<file path="config.mk">
export PLATFORM = sky130hd
export DESIGN_NAME = dragon_spawn_sched
export DESIGN_NICKNAME = d
export VERILOG_FILES = /design/src/rtl/dragon_pkg.sv /design/src/rtl/dragon_slot.sv /design/src/rtl/dragon_spawn_sched.sv
export SDC_FILE = /design/constraint.sdc
export NUM_CORES = 1
export LEC_CHECK = 0
export BUFFER_PORTS_ARGS = -buffer_cell sky130_fd_sc_hd__buf_2
export CAP_MARGIN = 20
export CORE_AREA = 4 4 118 120
export CTS_BUF_LIST = sky130_fd_sc_hd__clkbuf_16
export CTS_CLUSTER_SIZE = 40
export DETAILED_ROUTE_END_ITERATION = 8
export DIE_AREA = 0 0 122 124
export PLACE_DENSITY = 0.78
export RECOVER_POWER = 100
export SLEW_MARGIN = 40
export SYNTH_ARGS = -nofsm -noshare
export SYNTH_HDL_FRONTEND = slang
export SYNTH_SLANG_ARGS = --single-unit
</file>
<file path="constraint.sdc">
create_clock -name clk_22 -period 2.2 [get_ports clk_22]
set_clock_uncertainty 0.1 [all_clocks]
set_input_delay 0.44 -clock clk_22 [delete_from_list [all_inputs] [get_ports clk_22]]
set_output_delay 0.44 -clock clk_22 [all_outputs]
set_load 0.05 [all_outputs]
</file>
<file path="src/rtl/dragon_pkg.sv">
// -----------------------------------------------------------------------------
// dragon_pkg
//   Shared types and screen constants for the dragon spawn scheduler.
//   slot_state_t : per-slot lifecycle READY -> ACTIVE -> COOLDOWN
//   COORD_W      : width of one x or y coordinate
//   SCREEN_W/H   : visible area in pixels
//   BORDER_MARGIN: x below this retires the sprite before it can wrap
//   LANE_PITCH   : vertical spacing between spawn lanes
// -----------------------------------------------------------------------------
package dragon_pkg;

   typedef enum logic [1:0] {
      S_READY,
      S_ACTIVE,
      S_COOLDOWN
   } slot_state_t;

   localparam int COORD_W       = 10;
   localparam int SCREEN_W      = 640;
   localparam int SCREEN_H      = 480;
   localparam int BORDER_MARGIN = 3;
   localparam int LANE_PITCH    = 40;

endpackage

</file>
<file path="src/rtl/dragon_slot.sv">
// -----------------------------------------------------------------------------
// dragon_slot
//   One dragon slot: lifecycle state, sprite position and cooldown counter.
//   Ports:
//     clk_22        in   system clock
//     rst           in   asynchronous active-low reset
//     grant         in   spawn this slot (only asserted while ready)
//     spawn_y       in   lane y position loaded on grant
//     frame_tick    in   advance position / cooldown
//     hit           in   kill request, honoured only on frame_tick while ACTIVE
//     valid         out  slot is ACTIVE
//     x, y          out  current (or last) sprite position
//     ready         out  slot is READY and may be granted
//     killed_by_hit out  this frame_tick retires the slot because of hit
// -----------------------------------------------------------------------------
module dragon_slot
   import dragon_pkg::*;
#(
   parameter int COOLDOWN = 100,
   parameter int STEP     = 2,
   parameter int START_X  = 560
) (
   input  logic               clk_22,
   input  logic               rst,
   input  logic               grant,
   input  logic [COORD_W-1:0] spawn_y,
   input  logic               frame_tick,
   input  logic               hit,
   output logic               valid,
   output logic [COORD_W-1:0] x,
   output logic [COORD_W-1:0] y,
   output logic               ready,
   output logic               killed_by_hit
);

   localparam int CNT_W = (COOLDOWN > 1) ? $clog2(COOLDOWN) : 1;

   slot_state_t        state_q, state_d;
   logic [COORD_W-1:0] x_q, x_d;
   logic [COORD_W-1:0] y_q, y_d;
   logic [CNT_W-1:0]   cnt_q, cnt_d;
   logic               border;

   // Checked on the current position, so a sprite is retired before the
   // next step could wrap the 10-bit coordinates.
   assign border = (x_q <  COORD_W'(BORDER_MARGIN)) ||
                   (x_q >= COORD_W'(SCREEN_W))      ||
                   (y_q >= COORD_W'(SCREEN_H - STEP));

   always_comb begin
      state_d       = state_q;
      x_d           = x_q;
      y_d           = y_q;
      cnt_d         = cnt_q;
      killed_by_hit = 1'b0;
      case (state_q)
         S_READY: begin
            if (grant) begin
               state_d = S_ACTIVE;
               x_d     = COORD_W'(START_X);
               y_d     = spawn_y;
            end
         end
         S_ACTIVE: begin
            if (frame_tick) begin
               if (hit || border) begin
                  state_d       = S_COOLDOWN;
                  cnt_d         = '0;
                  killed_by_hit = hit;
               end else begin
                  x_d = x_q - COORD_W'(STEP);
                  y_d = y_q + COORD_W'(STEP);
               end
            end
         end
         S_COOLDOWN: begin
            // cnt counts ticks already spent; the tick seen with
            // cnt == COOLDOWN-1 is the COOLDOWN-th one.
            if (frame_tick) begin
               if (cnt_q == CNT_W'(COOLDOWN - 1)) begin
                  state_d = S_READY;
               end else begin
                  cnt_d = cnt_q + 1'b1;
               end
            end
         end
         default: state_d = S_READY;
      endcase
   end

   always_ff @(posedge clk_22 or negedge rst) begin
      if (!rst) begin
         state_q <= S_READY;
         x_q     <= '0;
         y_q     <= '0;
         cnt_q   <= '0;
      end else begin
         state_q <= state_d;
         x_q     <= x_d;
         y_q     <= y_d;
         cnt_q   <= cnt_d;
      end
   end

   assign valid = (state_q == S_ACTIVE);
   assign ready = (state_q == S_READY);
   assign x     = x_q;
   assign y     = y_q;

endmodule

</file>
<file path="src/rtl/dragon_spawn_sched.sv">
// -----------------------------------------------------------------------------
// dragon_spawn_sched
//   Owns NUM_SLOTS dragon slots, grants at most one spawn per spawn_tick
//   round-robin among READY slots, and steps/retires active dragons on
//   frame_tick. Feeds the VGA sprite renderer.
//   Ports:
//     clk_22      in   system clock
//     rst         in   asynchronous active-low reset
//     frame_tick  in   1-cycle pulse: advance positions and cooldowns
//     spawn_tick  in   1-cycle pulse: request one spawn
//     hit         in   per-slot kill request, sampled on frame_tick
//     slot_valid  out  per-slot ACTIVE flag (renderer show-enable)
//     slot_x      out  packed x, slot i at [10i+9:10i]
//     slot_y      out  packed y, same packing
//     spawn_pulse out  1 cycle high when a spawn is granted
//     spawn_id    out  granted slot index, valid with spawn_pulse
//     kill_cnt    out  saturating count of hit retirements
//                      (present only when DRAGON_KILL_CNT_EN is defined)
//   Configuration macro: DRAGON_KILL_CNT_EN
// -----------------------------------------------------------------------------
module dragon_spawn_sched
   import dragon_pkg::*;
#(
   parameter int NUM_SLOTS = 4,
   parameter int COOLDOWN  = 100,
   parameter int STEP      = 2,
   parameter int START_X   = 560,
   parameter int START_Y   = 60,
   localparam int IDX_W    = $clog2(NUM_SLOTS)
) (
   input  logic                         clk_22,
   input  logic                         rst,
   input  logic                         frame_tick,
   input  logic                         spawn_tick,
   input  logic [NUM_SLOTS-1:0]         hit,
   output logic [NUM_SLOTS-1:0]         slot_valid,
   output logic [COORD_W*NUM_SLOTS-1:0] slot_x,
   output logic [COORD_W*NUM_SLOTS-1:0] slot_y,
   output logic                         spawn_pulse,
   output logic [IDX_W-1:0]             spawn_id
`ifdef DRAGON_KILL_CNT_EN
   ,
   output logic [15:0]                  kill_cnt
`endif
);

   logic [IDX_W-1:0]   rr_q, rr_d;
   logic [1:0]         lane_q, lane_d;
   logic               spawn_pulse_q, spawn_pulse_d;
   logic [IDX_W-1:0]   spawn_id_q, spawn_id_d;

   logic [NUM_SLOTS-1:0] slot_ready;
   logic [NUM_SLOTS-1:0] killed_w;
   logic [NUM_SLOTS-1:0] grant_vec;
   logic [COORD_W-1:0]   x_w [NUM_SLOTS];
   logic [COORD_W-1:0]   y_w [NUM_SLOTS];
   logic [COORD_W-1:0]   spawn_y;

   logic                 found;
   logic [IDX_W-1:0]     grant_idx;
   logic [IDX_W-1:0]     cand;

   assign spawn_y = COORD_W'(START_Y + LANE_PITCH * int'(lane_q));

   // Round-robin scan starting at rr_q; NUM_SLOTS is a power of two so the
   // IDX_W-bit sum wraps naturally.
   always_comb begin
      found     = 1'b0;
      grant_idx = '0;
      cand      = '0;
      for (int k = 0; k < NUM_SLOTS; k++) begin
         cand = rr_q + IDX_W'(k);
         if (!found && slot_ready[cand]) begin
            found     = 1'b1;
            grant_idx = cand;
         end
      end
   end

   always_comb begin
      grant_vec     = '0;
      rr_d          = rr_q;
      lane_d        = lane_q;
      spawn_pulse_d = 1'b0;
      spawn_id_d    = spawn_id_q;
      if (spawn_tick && found) begin
         grant_vec[grant_idx] = 1'b1;
         rr_d                 = grant_idx + 1'b1;
         lane_d               = lane_q + 1'b1;
         spawn_pulse_d        = 1'b1;
         spawn_id_d           = grant_idx;
      end
   end

   always_ff @(posedge clk_22 or negedge rst) begin
      if (!rst) begin
         rr_q          <= '0;
         lane_q        <= '0;
         spawn_pulse_q <= 1'b0;
         spawn_id_q    <= '0;
      end else begin
         rr_q          <= rr_d;
         lane_q        <= lane_d;
         spawn_pulse_q <= spawn_pulse_d;
         spawn_id_q    <= spawn_id_d;
      end
   end

   assign spawn_pulse = spawn_pulse_q;
   assign spawn_id    = spawn_id_q;

   genvar gi;
   generate
      for (gi = 0; gi < NUM_SLOTS; gi++) begin : g_slot
         dragon_slot #(
            .COOLDOWN (COOLDOWN),
            .STEP     (STEP),
            .START_X  (START_X)
         ) u_slot (
            .clk_22        (clk_22),
            .rst           (rst),
            .grant         (grant_vec[gi]),
            .spawn_y       (spawn_y),
            .frame_tick    (frame_tick),
            .hit           (hit[gi]),
            .valid         (slot_valid[gi]),
            .x             (x_w[gi]),
            .y             (y_w[gi]),
            .ready         (slot_ready[gi]),
            .killed_by_hit (killed_w[gi])
         );
         assign slot_x[COORD_W*gi +: COORD_W] = x_w[gi];
         assign slot_y[COORD_W*gi +: COORD_W] = y_w[gi];
      end
   endgenerate

`ifdef DRAGON_KILL_CNT_EN
   logic [15:0] kill_cnt_q, kill_cnt_d;
   logic [16:0] kill_sum;
   logic [16:0] kill_total;

   // killed_w is only ever set on a frame_tick, so no extra gating is needed.
   always_comb begin
      kill_sum = '0;
      for (int k = 0; k < NUM_SLOTS; k++) begin
         kill_sum = kill_sum + 17'(killed_w[k]);
      end
      kill_total = {1'b0, kill_cnt_q} + kill_sum;
      kill_cnt_d = kill_total[16] ? 16'hFFFF : kill_total[15:0];
   end

   always_ff @(posedge clk_22 or negedge rst) begin
      if (!rst) begin
         kill_cnt_q <= '0;
      end else begin
         kill_cnt_q <= kill_cnt_d;
      end
   end

   assign kill_cnt = kill_cnt_q;
`else
   logic kill_unused;
   assign kill_unused = |killed_w;
`endif

endmodule

</file>
==> results of run 1 <==
## repair_timing
item                       4_1_cts  5_1_grt
gates resized for setup         20       70
pin swaps                        2       24
setup endpoints to repair       19       72
hold endpoints to repair        22        0
setup buffers                    4       14
hold buffers                     1        0
## flip-flops by register name, indices dropped and copies added (netlist names)
register / cells
g_slot.u_slot.x: 36
g_slot.u_slot.y: 36
spawn_id: 2
g_slot.u_slot.state_q: 8
lane_q: 2
g_slot.u_slot.cnt_q: 28
rr_q: 2
spawn_pulse: 1
## cells in the final DEF, fill, tap and decap left out, types with 11 or more instances in the layout
| cell | n |
|---|---|
| clkbuf_1 | 27 |
| nand2b_1 | 11 |
| buf_6 | 18 |
| nor3_1 | 21 |
| and3_1 | 13 |
| buf_4 | 105 |
| o31ai_1 | 14 |
| nor2_1 | 61 |
| dfrtp_2 | 31 |
| clkbuf_16 | 17 |
| o21ai_1 | 16 |
| a21oi_1 | 36 |
| dfrtp_1 | 84 |
| ha_1 | 16 |
| nand4_1 | 14 |
| a31oi_1 | 14 |
| buf_2 | 55 |
| nand3_1 | 28 |
| nand2_1 | 72 |
| inv_1 | 24 |
| o21ai_0 | 53 |
## cell type report
class                           instances  area, um^2  area share [%]
Multi-Input combinational cell        559        3701           41.35
Sequential cell                       115        2917           32.58
Timing Repair Buffer                  210        1413           15.78
Clock buffer                           17       425.4           4.753
Tap cell                              176       220.2           2.460
Clock inverter                         15       170.2           1.901
Inverter                               27       105.1           1.174
## stage by stage
| step | setup WS [ps] | std cells |
|---|---|---|
| global route | -134.8 | 1119 |
| detailed placement | -69.56 | 1068 |
| finish | -92.17 | 1119 |
| global placement | -15.25 | 1068 |
| floorplan | -68.34 | 740 |
| CTS | -57.58 | 1105 |
## worst max-delay path by stage
stage,start,endpoint,slack (ps),depth (start not counted)
finish,rr_q[1]$_DFFE_PN0P_,g_slot[1].u_slot.x[9]$_DFFE_PN0P_,-90,8
global route,rr_q[1]$_DFFE_PN0P_,g_slot[1].u_slot.x[9]$_DFFE_PN0P_,-130,8
CTS,rr_q[0]$_DFFE_PN0P_,g_slot[0].u_slot.x[3]$_DFFE_PN0P_,-60,8
detailed placement,g_slot[0].u_slot.x[7]$_DFFE_PN0P_,g_slot[0].u_slot.x[7]$_DFFE_PN0P_,-70,7
global placement,g_slot[0].u_slot.state_q[0]$_DFFE_PN0P_,g_slot[2].u_slot.y[7]$_DFFE_PN0P_,-20,7
floorplan,g_slot[0].u_slot.x[9]$_DFFE_PN0P_,g_slot[0].u_slot.cnt_q[6]$_DFFE_PN0P_,-70,6
## layer usage
metal / part of all wire [%] / routed length (um) / global-route usage (%) / vias to the layer above
met5: 0 / 0 / 0 / -
met3: 6.1 / 1202 / 4.360 / 46
met4: 2.7 / 525 / 8.824 / 0
li1: - / - / - / 3090
met1: 42 / 8247 / 32.44 / 3279
met2: 49 / 9768 / 41.57 / 257
## power breakdown
group | switching, mW | total (mW) | leakage (nW) | internal (mW)
sequential | 0.701 | 3.47 | 1.41 | 2.77
clock | 0.964 | 2.82 | 0.283 | 1.85
combinational | 5.05 | 8.02 | 2.28 | 2.97
total | 6.71 | 14.3 | 3.98 | 7.60
## critical path: cells and delay by family (launching register included)
kind	cells	cell delay, ps
simple gates	2	700
compound gates	4	600
flops	1	410
buf+inv	2	340
## logic make-up after synthesis
group | Yosys count
compound gates | 217
xor+xnor | 16
fa+ha+maj | 16
buf+inv | 66
flops | 115
mux | 2
other cells | 1
simple gates | 300
==> reports/metrics.csv, run 1 <==
metric;value;unit
final.fill_count;975;
final_antenna_net_count;0;
clkTransAtPathRegs;50;ps
ff2ff_path_depth;8;
rows;42;
die-area;15130;um^2
cts_tree;built;
cts_root_buf;clkbuf_16;
muxShareOfSynthArea;0.3253;%
fin_crit;2292;ps
hold_ws;319.6;ps
synth_adder_area_share;3.062;%
r2r-end;g_slot[1].u_slot.x[9]$_DFFE_PN0P_;
antenna_found_initial;0;
synth-simple-area-share;23.84;%
async_flop_share;100.0;%
crit_type;reg -> reg;
fmax;0.4363;GHz
min_period_over_period;104.2;%
syn_to_final_growth;36.89;%
die_h;124;um
grt_pass1_vias;6204;
crit_chain;or4_4 > buf_4 > o211a_1 > o211ai_4 > nand2_2 > buf_4 > a21oi_1 > a21oi_1;
grt.overflow.total;0;
finalWeightedCongestion;0.8922;
core_area;12980;um^2
synth-xor-area-share;2.143;%
cp_data_arrival_time;2490;ps
grt_usage;24.76;%
failed_checks;setup timing;
nets;954;
ys_seq_area_share;44.01;%
die_w;122;um
hpwl;12610;um
yosysTopAreaCellShare;44.01;%
drt_iter0_drc;601;
cp-start-kind;flip-flop;
detail_route.first_pass.iterations;7;
setup_slack;-92.17;ps
grt_pass1_wl;29960;um
postLayoutCellArea;8951;um^2
avgRoutedWirePerCell;17.64;um
finalSetupTns;-441.4;ps
r2r_start;rr_q[1]$_DFFE_PN0P_;
cp-end-kind;flip-flop;
clock_latency;430;ps
worstMarginPinSlew;707.8;ps
diodes;0;
synth_area;6539;um^2
setup_violations;12;
crit_fanout;8;
layout-drive-gt1-share;32.66;%
whs_path_depth;3;
synth_ff_type;dfrtp_1;
drv_cap;0;
synth_top_family_by_area;simple AND/OR/NAND/NOR gates;
rsz0062_at_grt;yes;
grt_max_degree;52;
power;14.31;mW
yosys_warnings;0;
cts_sinks;115;
avgSynthCellArea;8.921;um^2
syn_inst;733;
initial_utilization;50.38;%
dr_total_vias;6672;
synth-compound-area-share;21.78;%
reg2reg_slack;-90;ps
drc;0;
finalMaxSlewViolations;0;
ios;95;
portBuffers;86;
power_density;1599;nW/um^2
place_area;7888;um^2
cts-buffers-inserted;17;
hold_class;in -> reg;
hp-start;spawn_tick;
avgViaCountPerCell;5.962;
required;2400;ps
outcome;finished with violations;
min_to;g_slot[0].u_slot.state_q[0]$_DFFE_PN0P_;
max_slew_margin;52.82;%
htree_levels;4;
vdd_drop_max;1.137;mV
yosysMostFrequentCell;dfrtp_1;
leakage;3.976;nW
totalWireLength;19740;um
synth_cell_types;78;
yosys.area.top_type;dfrtp_1;
synth_common_cells;dfrtp_1 (115), nand2_1 (78), o21ai_0 (67);
synth-edff-count;0;
ys_ff_latch;115;
crit_path_top_delay_cell;or4_4;
clock_path_buffers;2;
fin_util;68.96;%
ys_top_cells_by_area;dfrtp_1 (44%), o21ai_0 (5.1%), nand2_1 (4.5%);
max_stage_delay;560;ps
hold_viol;0;
No activity file was read; power rests on OpenSTA's default activity.
==> inputs of run 2 (changes only) <==
Settings changed: CORE_AREA 4 4 118 120 to 4 4 115 117, DIE_AREA 0 0 122 124 to 0 0 119 121, MAX_ROUTING_LAYER from default to met4.
Clock period 2.2 ns to 2.6 ns, I/O delays scaled along.
==> reports/metrics.csv, run 2 (same netlist as run 1, synthesis figures left out) <==
metric;value;unit
path_delay_family;simple AND/OR/NAND/NOR gates;
layout-drive-gt1-share;9.360;%
setup_violations;0;
power;10.38;mW
finalSetupTns;0;ps
avgRoutedWirePerCell;17.25;um
fin_cells;1016;
htree_levels;4;
grt.overflow.total;0;
pre_cts_ws;87.05;ps
vdd_drop_max;0.6426;mV
hpwl;12300;um
fin_crit;2503;ps
p_sw_share;48.87;%
cts_root_buf;clkbuf_16;
die_w;119;um
rows;41;
min_period_over_period;96.26;%
finalMaxSlewViolations;0;
p_seq_share;29.7;%
drv_cap;0;
layout_commonest_cell;dfrtp_1;
layout_common_cells;dfrtp_1 (114), clkbuf_1 (80), nand2_1 (78), o21ai_0 (70), nor2_1 (62);
setup_slack;97.21;ps
die_h;121;um
reg2reg_slack;100;ps
drc;0;
cts-buffers-inserted;17;
syn_to_final_growth;17.36;%
clkTransAtPathRegs;50;ps
cp-start-kind;flip-flop;
pwr-share-comb;47.5;%
outcome;completed;
crit_chain;and4_1 > o2111a_1 > or4_1 > nand2_1 > o21ai_0 > a22o_1;
grt_max_degree;55;
place_inst;984;
clock_path_buffers;2;
crit_type;reg -> reg;
cp-end-kind;flip-flop;
diodes;0;
crit_path_top_delay_cell;or4_1;
power_density;1352;nW/um^2
leakage;3.263;nW
cts_hold_buf;0;
ios;95;
worstMarginPinSlew;1047;ps
netSwitchingPower;5.070;mW
required;2800;ps
hold_ws;182.3;ps
cp_data_arrival_time;2700;ps
max_slew_margin;30.23;%
grt_pass1_wl;29320;um
core_area;12360;um^2
multi_input_area;3372;um^2
hold_viol;0;
fmax;0.3996;GHz
grt_pass1_vias;5949;
nets;855;
cp_num_buf_inv;0;
avgViaCountPerCell;6.098;
ff2ff_path_depth;6;
cts_sinks;115;
final_antenna_net_count;0;
final.fill_count;1071;
drt_iter0_drc;551;
finalWeightedCongestion;0.9097;
p_int;5.305;mW
hold_class;in -> async;
r2r_start;g_slot[1].u_slot.y[1]$_DFFE_PN0P_;
die-area;14400;um^2
crit_fanout;9;
cts_tree;built;
detail_route.first_pass.iterations;5;
max_stage_delay;580;ps
antenna_found_initial;0;
p_clk_share;22.9;%
r2r-end;g_slot[1].u_slot.y[5]$_DFFE_PN0P_;
totalWireLength;17530;um
dr_total_vias;6196;
rsz0062_at_grt;no;
seq_area;2879;um^2
clock_latency;420;ps
initial_utilization;52.89;%
portBuffers;86;
grt_usage;25.83;%
[run 2: cell types whose count changed in the layout (fill, tap and decap cells not counted), sizes merged]
| cell | before | now |
|---|---|---|
| clkinvlp | 3 | 2 |
| clkbuf | 47 | 104 |
| dlygate4sd3 | 1 | 0 |
| buf | 179 | 24 |
| inv | 26 | 29 |
| clkinv | 9 | 7 |
[run 2: layout make-up]
type / instances / share of cell area, %
multi-input combinational: 559 / 43.94
sequential: 115 / 37.52
clock buffer: 17 / 5.544
inverter: 27 / 1.370
timing repair buffer: 111 / 6.555
clock inverter: 15 / 2.266
tap: 172 / 2.804
[run 2: timing repair]
| action | in CTS | in global routing |
|---|---|---|
| gates resized for setup | 0 | 5 |
| endpoints found under the setup margin | 0 | 12 |
| buffers inserted | 0 | 0 |
[run 2: power groups by stage]
stage               registers (mW)  logic [mW]  clock network, mW
detailed placement            3.06        5.01                  0
finish                        3.08        4.92               2.37
global route                  3.18        5.35               2.50
global placement              3.02        4.87                  0
floorplan                     4.04        2.65                  0
CTS                           3.04        5.05               2.40
[run 2: worst max path at each step]
stage | startpoint | end | slack (ps) | cells after the start
after floorplan | g_slot[1].u_slot.y[1]$_DFFE_PN0P_ | g_slot[1].u_slot.x[6]$_DFFE_PN0P_ | 110 | 7
after global placement | rr_q[0]$_DFFE_PN0P_ | g_slot[0].u_slot.x[6]$_DFFE_PN0P_ | 170 | 6
after detailed placement | rr_q[0]$_DFFE_PN0P_ | g_slot[0].u_slot.x[6]$_DFFE_PN0P_ | 90 | 6
after CTS | g_slot[2].u_slot.state_q[1]$_DFFE_PN0P_ | slot_valid[2] | 8 | 4
after global routing | rr_q[0]$_DFFE_PN0P_ | g_slot[0].u_slot.x[6]$_DFFE_PN0P_ | 8 | 6
final | g_slot[1].u_slot.y[1]$_DFFE_PN0P_ | g_slot[1].u_slot.y[5]$_DFFE_PN0P_ | 100 | 6
[run 2: layer usage]
layer,share of wire (%),vias to the layer above,GRT usage (%)
met4,2.7,0,10.86
li1,-,2893,-
met1,42,3032,32.42
met3,6.3,38,5.781
met2,49,233,40.69
met5,0,-,-
[run 2: stage by stage]
stage	utilization (%)	area, um^2
2_1_floorplan	-	6565
3_3_place_gp	58.25	7202
3_5_place_dp	58.25	7202
4_1_cts	63.10	7801
5_1_grt	62.07	7674
6_report	62.07	7674
==> inputs of run 3 (changes only) <==
Settings changed: GPL_ROUTABILITY_DRIVEN from default to 0, MAX_ROUTING_LAYER met4 to default.
==> reports/metrics.csv, run 3 (same netlist as run 1, synthesis figures left out) <==
metric;value;unit
layout_common_cells;dfrtp_1 (115), clkbuf_1 (79), nand2_1 (78), o21ai_0 (69), nor2_1 (62);
vdd_drop_max;0.6345;mV
cp_data_arrival_time;1860;ps
worstMarginPinSlew;822.9;ps
rsz0062_at_grt;no;
cp-end-kind;primary output;
netSwitchingPower;5.104;mW
hpwl;12230;um
die-area;14400;um^2
crit_type;reg -> out;
grt_usage;24.80;%
dr_total_vias;6128;
htree_levels;4;
cp-start-kind;flip-flop;
pwr-share-comb;47.9;%
clock_path_buffers;2;
required;1980;ps
avgViaCountPerCell;6.031;
syn_to_final_growth;17.18;%
cts_root_buf;clkbuf_16;
p_sw_share;49.49;%
drc;0;
layout-drive-gt1-share;9.597;%
hold_viol;0;
die_h;121;um
detail_route.first_pass.iterations;5;
p_int;5.208;mW
initial_utilization;52.89;%
r2r-end;g_slot[0].u_slot.cnt_q[6]$_DFFE_PN0P_;
grt_max_degree;57;
whs_path_depth;3;
r2r_start;g_slot[0].u_slot.x[4]$_DFFE_PN0P_;
p_seq_share;29.8;%
max_slew_margin;45.14;%
ff2ff_path_depth;6;
fin_cells;1016;
fmax;0.4036;GHz
power_density;1346;nW/um^2
setup_violations;0;
totalWireLength;17440;um
die_w;119;um
fin_crit;2478;ps
grt_pass1_vias;5933;
leakage;3.251;nW
rows;41;
final.fill_count;1086;
grt.overflow.total;0;
drt_iter0_drc;414;
final_antenna_net_count;0;
ios;95;
cts_sinks;115;
avgRoutedWirePerCell;17.16;um
min_period_over_period;95.31;%
diodes;0;
cts_tree;built;
hp-start;spawn_tick;
crit_fanout;17;
cts_setup_buffers;0;
reg2reg_slack;160;ps
finalSetupTns;0;ps
clock_latency;430;ps
drv_cap;0;
finalMaxSlewViolations;0;
portBuffers;86;
nets;855;
antenna_found_initial;0;
layout_commonest_cell;dfrtp_1;
clkTransAtPathRegs;50;ps
hold_class;in -> reg;
cts-buffers-inserted;17;
min_to;rr_q[0]$_DFFE_PN0P_;
core_area;12360;um^2
grt_pass1_wl;29000;um
outcome;completed;
p_clk_share;22.3;%
place_inst;983;
## run 3: per-stage QoR
stage | util (%) | hold slack [ps] | setup WS, ps | instance area (um^2) | total power, mW
CTS | 62.90 | 363.2 | 24.92 | 7776 | 10.40
global route | 61.98 | 403.5 | 10.77 | 7662 | 10.96
detailed placement | 58.19 | 389.9 | 38.52 | 7194 | 8.056
floorplan | - | 124.4 | 113.7 | 6565 | 6.694
global placement | 58.19 | 366.2 | 153.4 | 7194 | 7.882
finish | 61.98 | 391.6 | 122.1 | 7662 | 10.31
## run 3: power groups by stage
stage / Sequential [mW] / Clock, mW / Combinational [mW]
floorplan: 4.04 / 0 / 2.65
global placement: 3.02 / 0 / 4.87
detailed placement: 3.06 / 0 / 5.00
CTS: 3.03 / 2.33 / 5.04
global route: 3.16 / 2.42 / 5.38
finish: 3.07 / 2.30 / 4.94
## run 3: final cells by class
class                      count  area, um^2  share of cell area [%]
tap                          172       215.2                   2.809
clock buffer                  17       425.4                   5.552
multi-input combinational    559        3383                   44.15
sequential                   115        2878                   37.56
timing repair buffer         111       509.2                   6.646
clock inverter                15       146.4                   1.911
inverter                      27       105.1                   1.372
## run 3: what timing repair did
item	4_1_cts	5_1_grt
setup endpoints to repair	0	13
hold buffers	1	0
hold endpoints to repair	29	0
gates resized for setup	0	5
## run 3: worst max-delay path by stage
stage / startpoint / to / slack (ps)
floorplan: g_slot[1].u_slot.y[1]$_DFFE_PN0P_ / g_slot[1].u_slot.x[6]$_DFFE_PN0P_ / 110
global placement: rr_q[0]$_DFFE_PN0P_ / g_slot[0].u_slot.x[6]$_DFFE_PN0P_ / 150
detailed placement: rr_q[0]$_DFFE_PN0P_ / g_slot[0].u_slot.x[6]$_DFFE_PN0P_ / 40
CTS: rr_q[0]$_DFFE_PN0P_ / g_slot[0].u_slot.x[6]$_DFFE_PN0P_ / 20
global route: g_slot[2].u_slot.x[7]$_DFFE_PN0P_ / g_slot[2].u_slot.y[3]$_DFFE_PN0P_ / 10
finish: g_slot[2].u_slot.state_q[1]$_DFFE_PN0P_ / slot_valid[2] / 120
## run 3: metal layers
metal	GRT usage (%)	wire length (um)	up-vias
met1	31.50	7405	2978
met2	39.92	8560	209
met3	6.340	984	46
li1	-	-	2895
met5	0	0	-
met4	11.44	487	0
## run 3: worst max-delay path, stage by stage (launching register included)
cell and delay, ps:
dfrtp_1 460, buf_4 270, nand2b_1 200, clkinvlp_4 230, buf_2 280
